[config.mk]
export PLATFORM = sky130hd
export DESIGN_NAME = idex_stage_flat
export DESIGN_NICKNAME = d
export VERILOG_FILES = /design/src/rtl/idex_if.sv /design/src/rtl/idex_stage.sv /design/src/flat_wrapper.sv
export SDC_FILE = /design/constraint.sdc
export NUM_CORES = 1
export LEC_CHECK = 0
export CORE_AREA = 3 3 168 170
export DETAILED_ROUTE_END_ITERATION = 16
export DIE_AREA = 0 0 171 173
export PLACE_DENSITY = 0.57
export SLEW_MARGIN = 20
export SYNTH_ARGS = -nofsm -noshare
export SYNTH_HDL_FRONTEND = slang
export SYNTH_SLANG_ARGS = --single-unit
[constraint.sdc]
create_clock -name clk -period 3.08 [get_ports clk]
set_input_delay 0.924 -clock clk [delete_from_list [all_inputs] [get_ports clk]]
set_output_delay 0.924 -clock clk [all_outputs]
set_load 0.02 [all_outputs]
[src/rtl/idex_if.sv]
// Decode/execute-side bundle for idex_stage: ID request, register file port,
// downstream bypass sources and the registered EX output.
interface idex_if #(
  parameter int CTRL_W = 16
);
  logic              id_valid;
  logic              id_ready;
  logic [31:0]       id_pc;
  logic [31:0]       id_imm;
  logic [4:0]        id_rs1;
  logic [4:0]        id_rs2;
  logic [4:0]        id_rd;
  logic              id_rs1_used;
  logic              id_rs2_used;
  logic              id_is_load;
  logic [CTRL_W-1:0] id_ctrl;

  logic [4:0]        rf_addr1;
  logic [4:0]        rf_addr2;
  logic [31:0]       rf_reg1;
  logic [31:0]       rf_reg2;

  logic [31:0]       ex_res;
  logic              mem_valid;
  logic              mem_wen;
  logic              mem_is_load;
  logic [4:0]        mem_rd;
  logic [31:0]       mem_data;
  logic              wb_wen;
  logic [4:0]        wb_rd;
  logic [31:0]       wb_data;

  logic              flush;
  logic              ex_valid;
  logic              ex_ready;
  logic [31:0]       ex_pc;
  logic [31:0]       ex_imm;
  logic [31:0]       ex_op1;
  logic [31:0]       ex_op2;
  logic [4:0]        ex_rd;
  logic              ex_is_load;
  logic [CTRL_W-1:0] ex_ctrl;

  modport slave (
    input  id_valid, id_pc, id_imm, id_rs1, id_rs2, id_rd,
    input  id_rs1_used, id_rs2_used, id_is_load, id_ctrl,
    output id_ready,
    output rf_addr1, rf_addr2,
    input  rf_reg1, rf_reg2,
    input  ex_res,
    input  mem_valid, mem_wen, mem_is_load, mem_rd, mem_data,
    input  wb_wen, wb_rd, wb_data,
    input  flush, ex_ready,
    output ex_valid, ex_pc, ex_imm, ex_op1, ex_op2,
    output ex_rd, ex_is_load, ex_ctrl
  );

  modport master (
    output id_valid, id_pc, id_imm, id_rs1, id_rs2, id_rd,
    output id_rs1_used, id_rs2_used, id_is_load, id_ctrl,
    input  id_ready,
    input  rf_addr1, rf_addr2,
    output rf_reg1, rf_reg2,
    output ex_res,
    output mem_valid, mem_wen, mem_is_load, mem_rd, mem_data,
    output wb_wen, wb_rd, wb_data,
    output flush, ex_ready,
    input  ex_valid, ex_pc, ex_imm, ex_op1, ex_op2,
    input  ex_rd, ex_is_load, ex_ctrl
  );
endinterface

[src/rtl/idex_stage.sv]
// Operand read, hazard resolution and ID/EX register for the RV32I core.
// IDEX_FWD_EN enables the EX/MEM/WB bypass; otherwise hazards stall.
module idex_stage #(
  parameter int CTRL_W = 16
) (
  input logic  clk,
  input logic  rst,
  idex_if.slave bus
);

  typedef struct packed {
    logic [31:0]       pc;
    logic [31:0]       imm;
    logic [31:0]       op1;
    logic [31:0]       op2;
    logic [4:0]        rd;
    logic              is_load;
    logic [CTRL_W-1:0] ctrl;
  } id_ex_t;

  id_ex_t      q;
  id_ex_t      d;
  logic        v;
  logic        nz1, nz2;
  logic        ex1, ex2;
  logic        mem1, mem2;
  logic        wb1, wb2;
  logic        stall;
  logic        xfer;
  logic [31:0] op1, op2;

  assign bus.rf_addr1 = bus.id_rs1;
  assign bus.rf_addr2 = bus.id_rs2;

  assign nz1 = |bus.id_rs1;
  assign nz2 = |bus.id_rs2;

  assign ex1 = v & (|q.rd) & (q.rd == bus.id_rs1);
  assign ex2 = v & (|q.rd) & (q.rd == bus.id_rs2);

  assign mem1 = bus.mem_valid & bus.mem_wen & (|bus.mem_rd)
              & (bus.mem_rd == bus.id_rs1);
  assign mem2 = bus.mem_valid & bus.mem_wen & (|bus.mem_rd)
              & (bus.mem_rd == bus.id_rs2);

  assign wb1 = bus.wb_wen & (bus.wb_rd == bus.id_rs1);
  assign wb2 = bus.wb_wen & (bus.wb_rd == bus.id_rs2);

`ifdef IDEX_FWD_EN
  function automatic logic [31:0] pick(
    input logic        nz,
    input logic        e,
    input logic        m,
    input logic        w,
    input logic [31:0] rf,
    input logic [31:0] er,
    input logic [31:0] md,
    input logic [31:0] wd
  );
    logic [31:0] r;
    r = rf;
    if (!nz)    r = '0;
    else if (e) r = er;
    else if (m) r = md;
    else if (w) r = wd;
    return r;
  endfunction

  assign op1 = pick(nz1, ex1, mem1, wb1, bus.rf_reg1,
                    bus.ex_res, bus.mem_data, bus.wb_data);
  assign op2 = pick(nz2, ex2, mem2, wb2, bus.rf_reg2,
                    bus.ex_res, bus.mem_data, bus.wb_data);

  // Only a load result is unavailable in time for the bypass.
  assign stall =
      (bus.id_rs1_used & nz1 & ((ex1 & q.is_load) | (mem1 & bus.mem_is_load)))
    | (bus.id_rs2_used & nz2 & ((ex2 & q.is_load) | (mem2 & bus.mem_is_load)));
`else
  logic unused_fwd;

  assign op1 = nz1 ? bus.rf_reg1 : '0;
  assign op2 = nz2 ? bus.rf_reg2 : '0;

  // Wait until the producer has left write-back and the RF holds it.
  assign stall =
      (bus.id_rs1_used & nz1 & (ex1 | mem1 | wb1))
    | (bus.id_rs2_used & nz2 & (ex2 | mem2 | wb2));

  assign unused_fwd = ^{bus.ex_res, bus.mem_data, bus.wb_data,
                        bus.mem_is_load};
`endif

  assign bus.id_ready = ~bus.flush & ~stall & (~v | bus.ex_ready);
  assign xfer         = bus.id_valid & bus.id_ready;

  assign d = '{
    pc:      bus.id_pc,
    imm:     bus.id_imm,
    op1:     op1,
    op2:     op2,
    rd:      bus.id_rd,
    is_load: bus.id_is_load,
    ctrl:    bus.id_ctrl
  };

  always_ff @(posedge clk or negedge rst) begin
    if (!rst) begin
      v <= 1'b0;
      q <= '0;
    end else if (bus.flush) begin
      v <= 1'b0;
    end else if (xfer) begin
      v <= 1'b1;
      q <= d;
    end else if (bus.ex_ready) begin
      v <= 1'b0;
    end
  end

  assign bus.ex_valid   = v;
  assign bus.ex_pc      = q.pc;
  assign bus.ex_imm     = q.imm;
  assign bus.ex_op1     = q.op1;
  assign bus.ex_op2     = q.op2;
  assign bus.ex_rd      = q.rd;
  assign bus.ex_is_load = q.is_load;
  assign bus.ex_ctrl    = q.ctrl;

endmodule

[src/flat_wrapper.sv]
// flat-port wrapper written by rule: the top's interface ports become plain ports
module idex_stage_flat 
#(
  parameter int CTRL_W = 16
)
  (clk, rst, bus_id_valid, bus_id_pc, bus_id_imm, bus_id_rs1, bus_id_rs2, bus_id_rd, bus_id_rs1_used, bus_id_rs2_used, bus_id_is_load, bus_id_ctrl, bus_id_ready, bus_rf_addr1, bus_rf_addr2, bus_rf_reg1, bus_rf_reg2, bus_ex_res, bus_mem_valid, bus_mem_wen, bus_mem_is_load, bus_mem_rd, bus_mem_data, bus_wb_wen, bus_wb_rd, bus_wb_data, bus_flush, bus_ex_ready, bus_ex_valid, bus_ex_pc, bus_ex_imm, bus_ex_op1, bus_ex_op2, bus_ex_rd, bus_ex_is_load, bus_ex_ctrl);
  idex_if #(.CTRL_W(CTRL_W)) bus_i ();
  input logic clk;
  input logic rst;
  input wire logic [$bits(bus_i.id_valid)-1:0] bus_id_valid;
  input wire logic [$bits(bus_i.id_pc)-1:0] bus_id_pc;
  input wire logic [$bits(bus_i.id_imm)-1:0] bus_id_imm;
  input wire logic [$bits(bus_i.id_rs1)-1:0] bus_id_rs1;
  input wire logic [$bits(bus_i.id_rs2)-1:0] bus_id_rs2;
  input wire logic [$bits(bus_i.id_rd)-1:0] bus_id_rd;
  input wire logic [$bits(bus_i.id_rs1_used)-1:0] bus_id_rs1_used;
  input wire logic [$bits(bus_i.id_rs2_used)-1:0] bus_id_rs2_used;
  input wire logic [$bits(bus_i.id_is_load)-1:0] bus_id_is_load;
  input wire logic [$bits(bus_i.id_ctrl)-1:0] bus_id_ctrl;
  output wire logic [$bits(bus_i.id_ready)-1:0] bus_id_ready;
  output wire logic [$bits(bus_i.rf_addr1)-1:0] bus_rf_addr1;
  output wire logic [$bits(bus_i.rf_addr2)-1:0] bus_rf_addr2;
  input wire logic [$bits(bus_i.rf_reg1)-1:0] bus_rf_reg1;
  input wire logic [$bits(bus_i.rf_reg2)-1:0] bus_rf_reg2;
  input wire logic [$bits(bus_i.ex_res)-1:0] bus_ex_res;
  input wire logic [$bits(bus_i.mem_valid)-1:0] bus_mem_valid;
  input wire logic [$bits(bus_i.mem_wen)-1:0] bus_mem_wen;
  input wire logic [$bits(bus_i.mem_is_load)-1:0] bus_mem_is_load;
  input wire logic [$bits(bus_i.mem_rd)-1:0] bus_mem_rd;
  input wire logic [$bits(bus_i.mem_data)-1:0] bus_mem_data;
  input wire logic [$bits(bus_i.wb_wen)-1:0] bus_wb_wen;
  input wire logic [$bits(bus_i.wb_rd)-1:0] bus_wb_rd;
  input wire logic [$bits(bus_i.wb_data)-1:0] bus_wb_data;
  input wire logic [$bits(bus_i.flush)-1:0] bus_flush;
  input wire logic [$bits(bus_i.ex_ready)-1:0] bus_ex_ready;
  output wire logic [$bits(bus_i.ex_valid)-1:0] bus_ex_valid;
  output wire logic [$bits(bus_i.ex_pc)-1:0] bus_ex_pc;
  output wire logic [$bits(bus_i.ex_imm)-1:0] bus_ex_imm;
  output wire logic [$bits(bus_i.ex_op1)-1:0] bus_ex_op1;
  output wire logic [$bits(bus_i.ex_op2)-1:0] bus_ex_op2;
  output wire logic [$bits(bus_i.ex_rd)-1:0] bus_ex_rd;
  output wire logic [$bits(bus_i.ex_is_load)-1:0] bus_ex_is_load;
  output wire logic [$bits(bus_i.ex_ctrl)-1:0] bus_ex_ctrl;
  assign bus_i.id_valid = bus_id_valid;
  assign bus_i.id_pc = bus_id_pc;
  assign bus_i.id_imm = bus_id_imm;
  assign bus_i.id_rs1 = bus_id_rs1;
  assign bus_i.id_rs2 = bus_id_rs2;
  assign bus_i.id_rd = bus_id_rd;
  assign bus_i.id_rs1_used = bus_id_rs1_used;
  assign bus_i.id_rs2_used = bus_id_rs2_used;
  assign bus_i.id_is_load = bus_id_is_load;
  assign bus_i.id_ctrl = bus_id_ctrl;
  assign bus_id_ready = bus_i.id_ready;
  assign bus_rf_addr1 = bus_i.rf_addr1;
  assign bus_rf_addr2 = bus_i.rf_addr2;
  assign bus_i.rf_reg1 = bus_rf_reg1;
  assign bus_i.rf_reg2 = bus_rf_reg2;
  assign bus_i.ex_res = bus_ex_res;
  assign bus_i.mem_valid = bus_mem_valid;
  assign bus_i.mem_wen = bus_mem_wen;
  assign bus_i.mem_is_load = bus_mem_is_load;
  assign bus_i.mem_rd = bus_mem_rd;
  assign bus_i.mem_data = bus_mem_data;
  assign bus_i.wb_wen = bus_wb_wen;
  assign bus_i.wb_rd = bus_wb_rd;
  assign bus_i.wb_data = bus_wb_data;
  assign bus_i.flush = bus_flush;
  assign bus_i.ex_ready = bus_ex_ready;
  assign bus_ex_valid = bus_i.ex_valid;
  assign bus_ex_pc = bus_i.ex_pc;
  assign bus_ex_imm = bus_i.ex_imm;
  assign bus_ex_op1 = bus_i.ex_op1;
  assign bus_ex_op2 = bus_i.ex_op2;
  assign bus_ex_rd = bus_i.ex_rd;
  assign bus_ex_is_load = bus_i.ex_is_load;
  assign bus_ex_ctrl = bus_i.ex_ctrl;
  idex_stage #(.CTRL_W(CTRL_W)) u_core (.clk(clk), .rst(rst), .bus(bus_i));
endmodule
# Word-level counts from Yosys, hierarchy flattened

Index checks and enable logic that the tools add are counted.
Widths: inputs -> output; s select.

Register bits after elaboration: 151
Logic and storage cells: 50

Equality and inequality tests: 6
Multiplexer cells: 5
Bitwise logic cells: 25
Reduce and logical (&&, ||, !) cells: 6

Operators with widths:

| operator          | number |
|---|---|
| $mux 32           | 2 |
| $eq 5x5->1        | 6 |
| $reduce_or 5->1   | 4 |
| $and 1x1->1       | 16 |
| $or 1x1->1        | 6 |
| $mux 1            | 3 |
| $not 1->1         | 3 |
| $reduce_bool 3->1 | 1 |
| $reduce_and 2->1  | 1 |

# Logic depth before layout (Yosys ltp)

Word-level depth: 13
Gate-level depth with buffers: 8
Gate-level depth less buffers: 6

# Worst setup path before layout

No wires, ideal clock.

Path type: input to output
From: input bus_mem_rd[1]
To: output bus_id_ready
Data arrival time: 2.238 ns
Slack: -0.082 ns
Stages: 5
Path buffers: 0
Cells stage by stage: or3_1 o311a_1 nor2b_1 a211oi_2 and3_1

Cells in the longest elaborated chain, start to end: 10
Elaborated cells on any way between the ends: 16
Classes of those cells: eq/ne (2); bitwise (13); reduce/logical (1)

RTL lines:

| item                                        | line                               | RTL |
|---|---|---|
| start, declared                             | flat_wrapper.sv:29                 | `input wire logic [$bits(bus_i.mem_rd)-1:0] bus_mem_rd;` |
| $reduce_or 5->1                             | idex_stage.sv:41, idex_stage.sv:43 |  |
| $and 1x1->1                                 | idex_stage.sv:41, idex_stage.sv:43 |  |
| $and 1x1->1 (on tied branches)              | idex_stage.sv:42, idex_stage.sv:44 |  |
| $or 1x1->1 (on tied branches) (2 in series) | idex_stage.sv:86, idex_stage.sv:87 |  |
| $and 1x1->1 (on tied branches)              | idex_stage.sv:86, idex_stage.sv:87 |  |
| $or 1x1->1 (*)                              | idex_stage.sv:87                   | `\| (bus.id_rs2_used & nz2 & (ex2 \| mem2 \| wb2));` |
| $not 1->1 (*)                               | idex_stage.sv:93                   | `assign bus.id_ready = ~bus.flush & ~stall & (~v \| bus.ex_ready);` |
| $and 1x1->1 (*) (2 in series)               | idex_stage.sv:93                   |  |
| end, declared                               | flat_wrapper.sv:20                 | `output wire logic [$bits(bus_i.id_ready)-1:0] bus_id_ready;` |

Mark *: on every way between the ends. The rest lies on a longest branch, timed or not.

# Worst setup path after layout

From: input bus_id_rs1[0]
To: output bus_id_ready

Cells in the longest elaborated chain, start to end: 9
Elaborated cells on any way between the ends: 15
Classes of those cells: eq/ne (3); bitwise (11); reduce/logical (1)

RTL lines:

| item                           | line                               | RTL |
|---|---|---|
| start, declared                | flat_wrapper.sv:13                 | `input wire logic [$bits(bus_i.id_rs1)-1:0] bus_id_rs1;` |
| $eq 5x5->1 (on tied branches)  | idex_stage.sv:38, idex_stage.sv:42 |  |
| $and 1x1->1 (on tied branches) | idex_stage.sv:38, idex_stage.sv:42 |  |
| $or 1x1->1 (2 in series)       | idex_stage.sv:86                   | `(bus.id_rs1_used & nz1 & (ex1 \| mem1 \| wb1))` |
| $and 1x1->1 (*)                | idex_stage.sv:86                   |  |
| $or 1x1->1 (*)                 | idex_stage.sv:87                   |  |
| $not 1->1 (*)                  | idex_stage.sv:93                   |  |
| $and 1x1->1 (*) (2 in series)  | idex_stage.sv:93                   |  |

Marks and branches as above.

==> impl_metrics.toml <==
[outcome]
run_status = "finished with violations"
violations = "setup timing"

[pwr]
power.share.clock_pct = 30.4
pwr-share-seq_pct = 36.4
p_switching_mw = 2.292
p_leak_nw = 5.389
p_comb_share_pct = 33.2
ir_drop_v = 0.0003102
p_int_mw = 4.802
p_per_area_nw_per_um2 = 623.9
switching_share_pct = 32.31

[drt]
detailedRoute.firstPassIterationCount = 4
final_antenna_net_count = 0
wl_per_cell_um = 16.58
drc = 0
vias_per_cell = 4.103
routed_wl_um = 20930
via_count = 5178
drt_iter0_markers = 133

[synthesis]
syn_nets = 804
synth_edf_count = 0
synth_area_um2 = 6535
synth_area_leaders = "dfrtp_1 (58%), mux2_2 (11%), mux2i_1 (9.8%)"
synth_top_area_share_pct = 57.82
synth.distinct_cells = 31
dominantRegCellSynth = "dfrtp_1"
synth-seq-cells = 151
synth-warning-count = 0
synth_area_per_cell_um2 = 12.40
yosys.area.top_type = "dfrtp_1"
synth_cells = 527
ys_async_sr_fraction_pct = 100.0
seq_area_frac_synth_pct = 57.82

[worst_setup_path]
cp_max_fo = 5
path_cells = "dlygate4sd2_1 > xor2_1 > nor4_2 > nand3_1 > o22a_1 > and3_4 > buf_6"
cp-startpoint = "bus_id_rs1[0]"
worstSetupPathType = "in -> out"
crit_buf_inv = 2
worstPathRequired_ns = 2.16
cp_top_family = "simple AND/OR/NAND/NOR gates"
critPathLaunchType = "input port"
end_kind = "output pin"
crit_path_max_incr_delay_ns = 0.31
arrival_ns = 2.37
crit_slowest_cell = "dlygate4sd2_1"
r2r-start = "u_core.bus.ex_rd[0]$_DFFE_PN0P_"

[sta]
grt_setup_unrepaired = "yes"
clock.fmax_ghz = 0.3040
tightest_slew_ns = 0.5744
maxSlewViolCount = 0
setup_viol = 1
worst_slack_ns = -0.2094
fin_skew_ns = 0.01770
hold_ws_ns = 0.4886
slew_headroom_pct = 61.70
post-route-period-util_pct = 106.8
hold_violations = 0
timing.final.crit_period_ns = 3.289

[place]
dp.cells = 1229
gp_congestion = 0.8184
numPortBuffers = 341
dpl_cell_area_um2 = 10690
place_hpwl_um = 15900

[clocking]
tritoncts = "built"
clk_latency_ns = 0.42
hold_buffers = 0
cts.htree.levels = 4
path_clk_slew_ns = 0.07
root_buffer = "clkbuf_16"
cts_sinks = 151
numCtsBuffers = 17
clockBufferDepth = 2

[layout]
syn_to_final_growth_pct = 74.00
fin_area_um2 = 11370
drive_gt1_share_pct = 18.02
num-fill-cells = 2611
finish.net_count = 1185
fin_cells = 1262
utilization_pct = 42.31
antennaDiodeCount = 0

[run]
drv_cap = 0

[global_routing]
antenna_found_initial = 1
grt_first_pass_wirelength_um = 31770
grt_overflow_total = 0
track_usage_pct = 13.85
grt_max_degree = 58
grt_pass1_vias = 5627

[die]
die_w_um = 171
rows = 60
io_pins = 439
dieHeight_um = 173
core_area_um2 = 26880
fp.dieArea_um2 = 29580
initial_core_util_pct = 24.32

[min_path]
hold_class = "in -> async"
-- kinds of logic (layout without fill, tap and decap cells) --
family,after synthesis,after routing,share of synthesized area (%)
DFF,151,151,57.82
muxes,150,150,24.62
AOI/OAI and AO/OA,7,7,0.8806
and+or+nand+nor,93,93,6.089
xor gates and xnor gates,30,30,4.021
buffers and inverters,96,490,6.567
-- synth_stat cells (2+ instances only) --
master,n
mux2_1,25
buf_4,10
nor3_1,5
buf_1,6
nand3_1,6
nand2_1,69
inv_1,64
nor2_1,2
buf_6,3
xnor2_1,19
mux2_2,61
nor4_1,3
nand2b_1,2
dfrtp_1,151
xor2_1,11
clkbuf_1,6
buf_2,7
mux2i_1,64
-- power by group through the flow --
stage | logic (mW) | clock network [mW] | registers (mW)
5_1_grt | 2.52 | 2.35 | 2.64
2_1_floorplan | 0.521 | 0 | 3.12
6_report | 2.35 | 2.16 | 2.58
3_3_place_gp | 2.37 | 0 | 2.61
3_5_place_dp | 2.38 | 0 | 2.62
4_1_cts | 2.39 | 2.25 | 2.59
-- worst reg2reg max path, cell delays in order, from the launching register on --
cell,delay (ns)
dfrtp_1,0.37
or4_1,0.54
o21ai_2,0.23
nor4_4,0.05
buf_4,0.13
a211oi_2,0.17
buf_4,0.16
nand4_4,0.18
buf_12,0.26
mux2_1,0.36
-- registers in the layout, indices dropped and copies added (netlist names) --
| register | flops |
|---|---|
| u_core.bus.ex_op1 | 32 |
| u_core.bus.ex_is_load | 1 |
| u_core.bus.ex_ctrl | 16 |
| u_core.bus.ex_valid | 1 |
| u_core.bus.ex_pc | 32 |
| u_core.bus.ex_op2 | 32 |
| u_core.bus.ex_rd | 5 |
| u_core.bus.ex_imm | 32 |
-- timing repair --
item                       4_1_cts  5_1_grt
resized for setup               41       16
pin swaps                       10        9
setup endpoints to repair       11        1
setup buffers                    1        0
-- cells in the final DEF (no fill, tap or decap), types with 2 or more instances in the layout --
cell type / synthesis / layout
clkinv_8: 0 / 3
xor2_1: 11 / 11
buf_12: 0 / 8
nand2b_1: 2 / 2
mux2_1: 25 / 25
nand3_1: 6 / 6
nor3_2: 0 / 2
inv_1: 64 / 64
inv_6: 0 / 5
dfrtp_1: 151 / 151
nor2_1: 2 / 2
buf_6: 3 / 9
inv_8: 0 / 3
clkdlybuf4s50_1: 0 / 320
mux2_2: 61 / 61
clkbuf_2: 0 / 2
xnor2_1: 19 / 19
buf_4: 10 / 41
nor4_2: 0 / 2
nor3_1: 5 / 3
clkbuf_16: 0 / 17
dlygate4sd2_1: 0 / 10
clkinv_4: 0 / 2
dlymetal6s2s_1: 0 / 3
nand2_1: 69 / 69
mux2i_1: 64 / 64
-- per-layer routing --
metal | vias up | track usage (%) | routed length [µm]
met3 | 20 | 6.127 | 2234
met1 | 2448 | 15.97 | 8527
met5 | - | 0 | 13
li1 | 2470 | - | -
met2 | 238 | 23.06 | 9830
met4 | 2 | 4.359 | 320
-- final timing paths --
path                                                           to  slack (ns)  cells after the start
worst max-delay path                                 bus_id_ready       -0.21                      7
worst min-delay path            u_core.bus.ex_imm[29]$_DFFE_PN0P_        0.49                      1
worst max register to register  u_core.bus.ex_imm[30]$_DFFE_PN0P_        0.51                      9
worst min register to register  u_core.bus.ex_imm[21]$_DFFE_PN0P_        0.49                      1
max in group asynchronous       u_core.bus.ex_op2[31]$_DFFE_PN0P_        1.86                      2
min in group clk                u_core.bus.ex_imm[21]$_DFFE_PN0P_        0.49                      1
-- cell type report --
class | count | area [µm²] | share of cell area, %
clock buffer | 17 | 425.4 | 3.741
clock inverter | 15 | 181.4 | 1.596
inverter | 64 | 240.2 | 2.113
multi-input combinational | 280 | 2401 | 21.12
sequential | 151 | 3779 | 33.23
tap | 341 | 426.7 | 3.752
timing repair buffer | 394 | 3918 | 34.45
-- stage by stage --
stage,setup TNS [ns],power [mW],worst slack (ns)
after floorplan,-0.01506,3.640,-0.01506
after global placement,-61.27,4.976,-1.035
after detailed placement,-60.02,4.998,-1.035
after CTS,-0.2788,7.230,-0.2788
after global routing,-0.2747,7.501,-0.2747
final,-0.2094,7.094,-0.2094
Power figures use the tool's default switching activity.
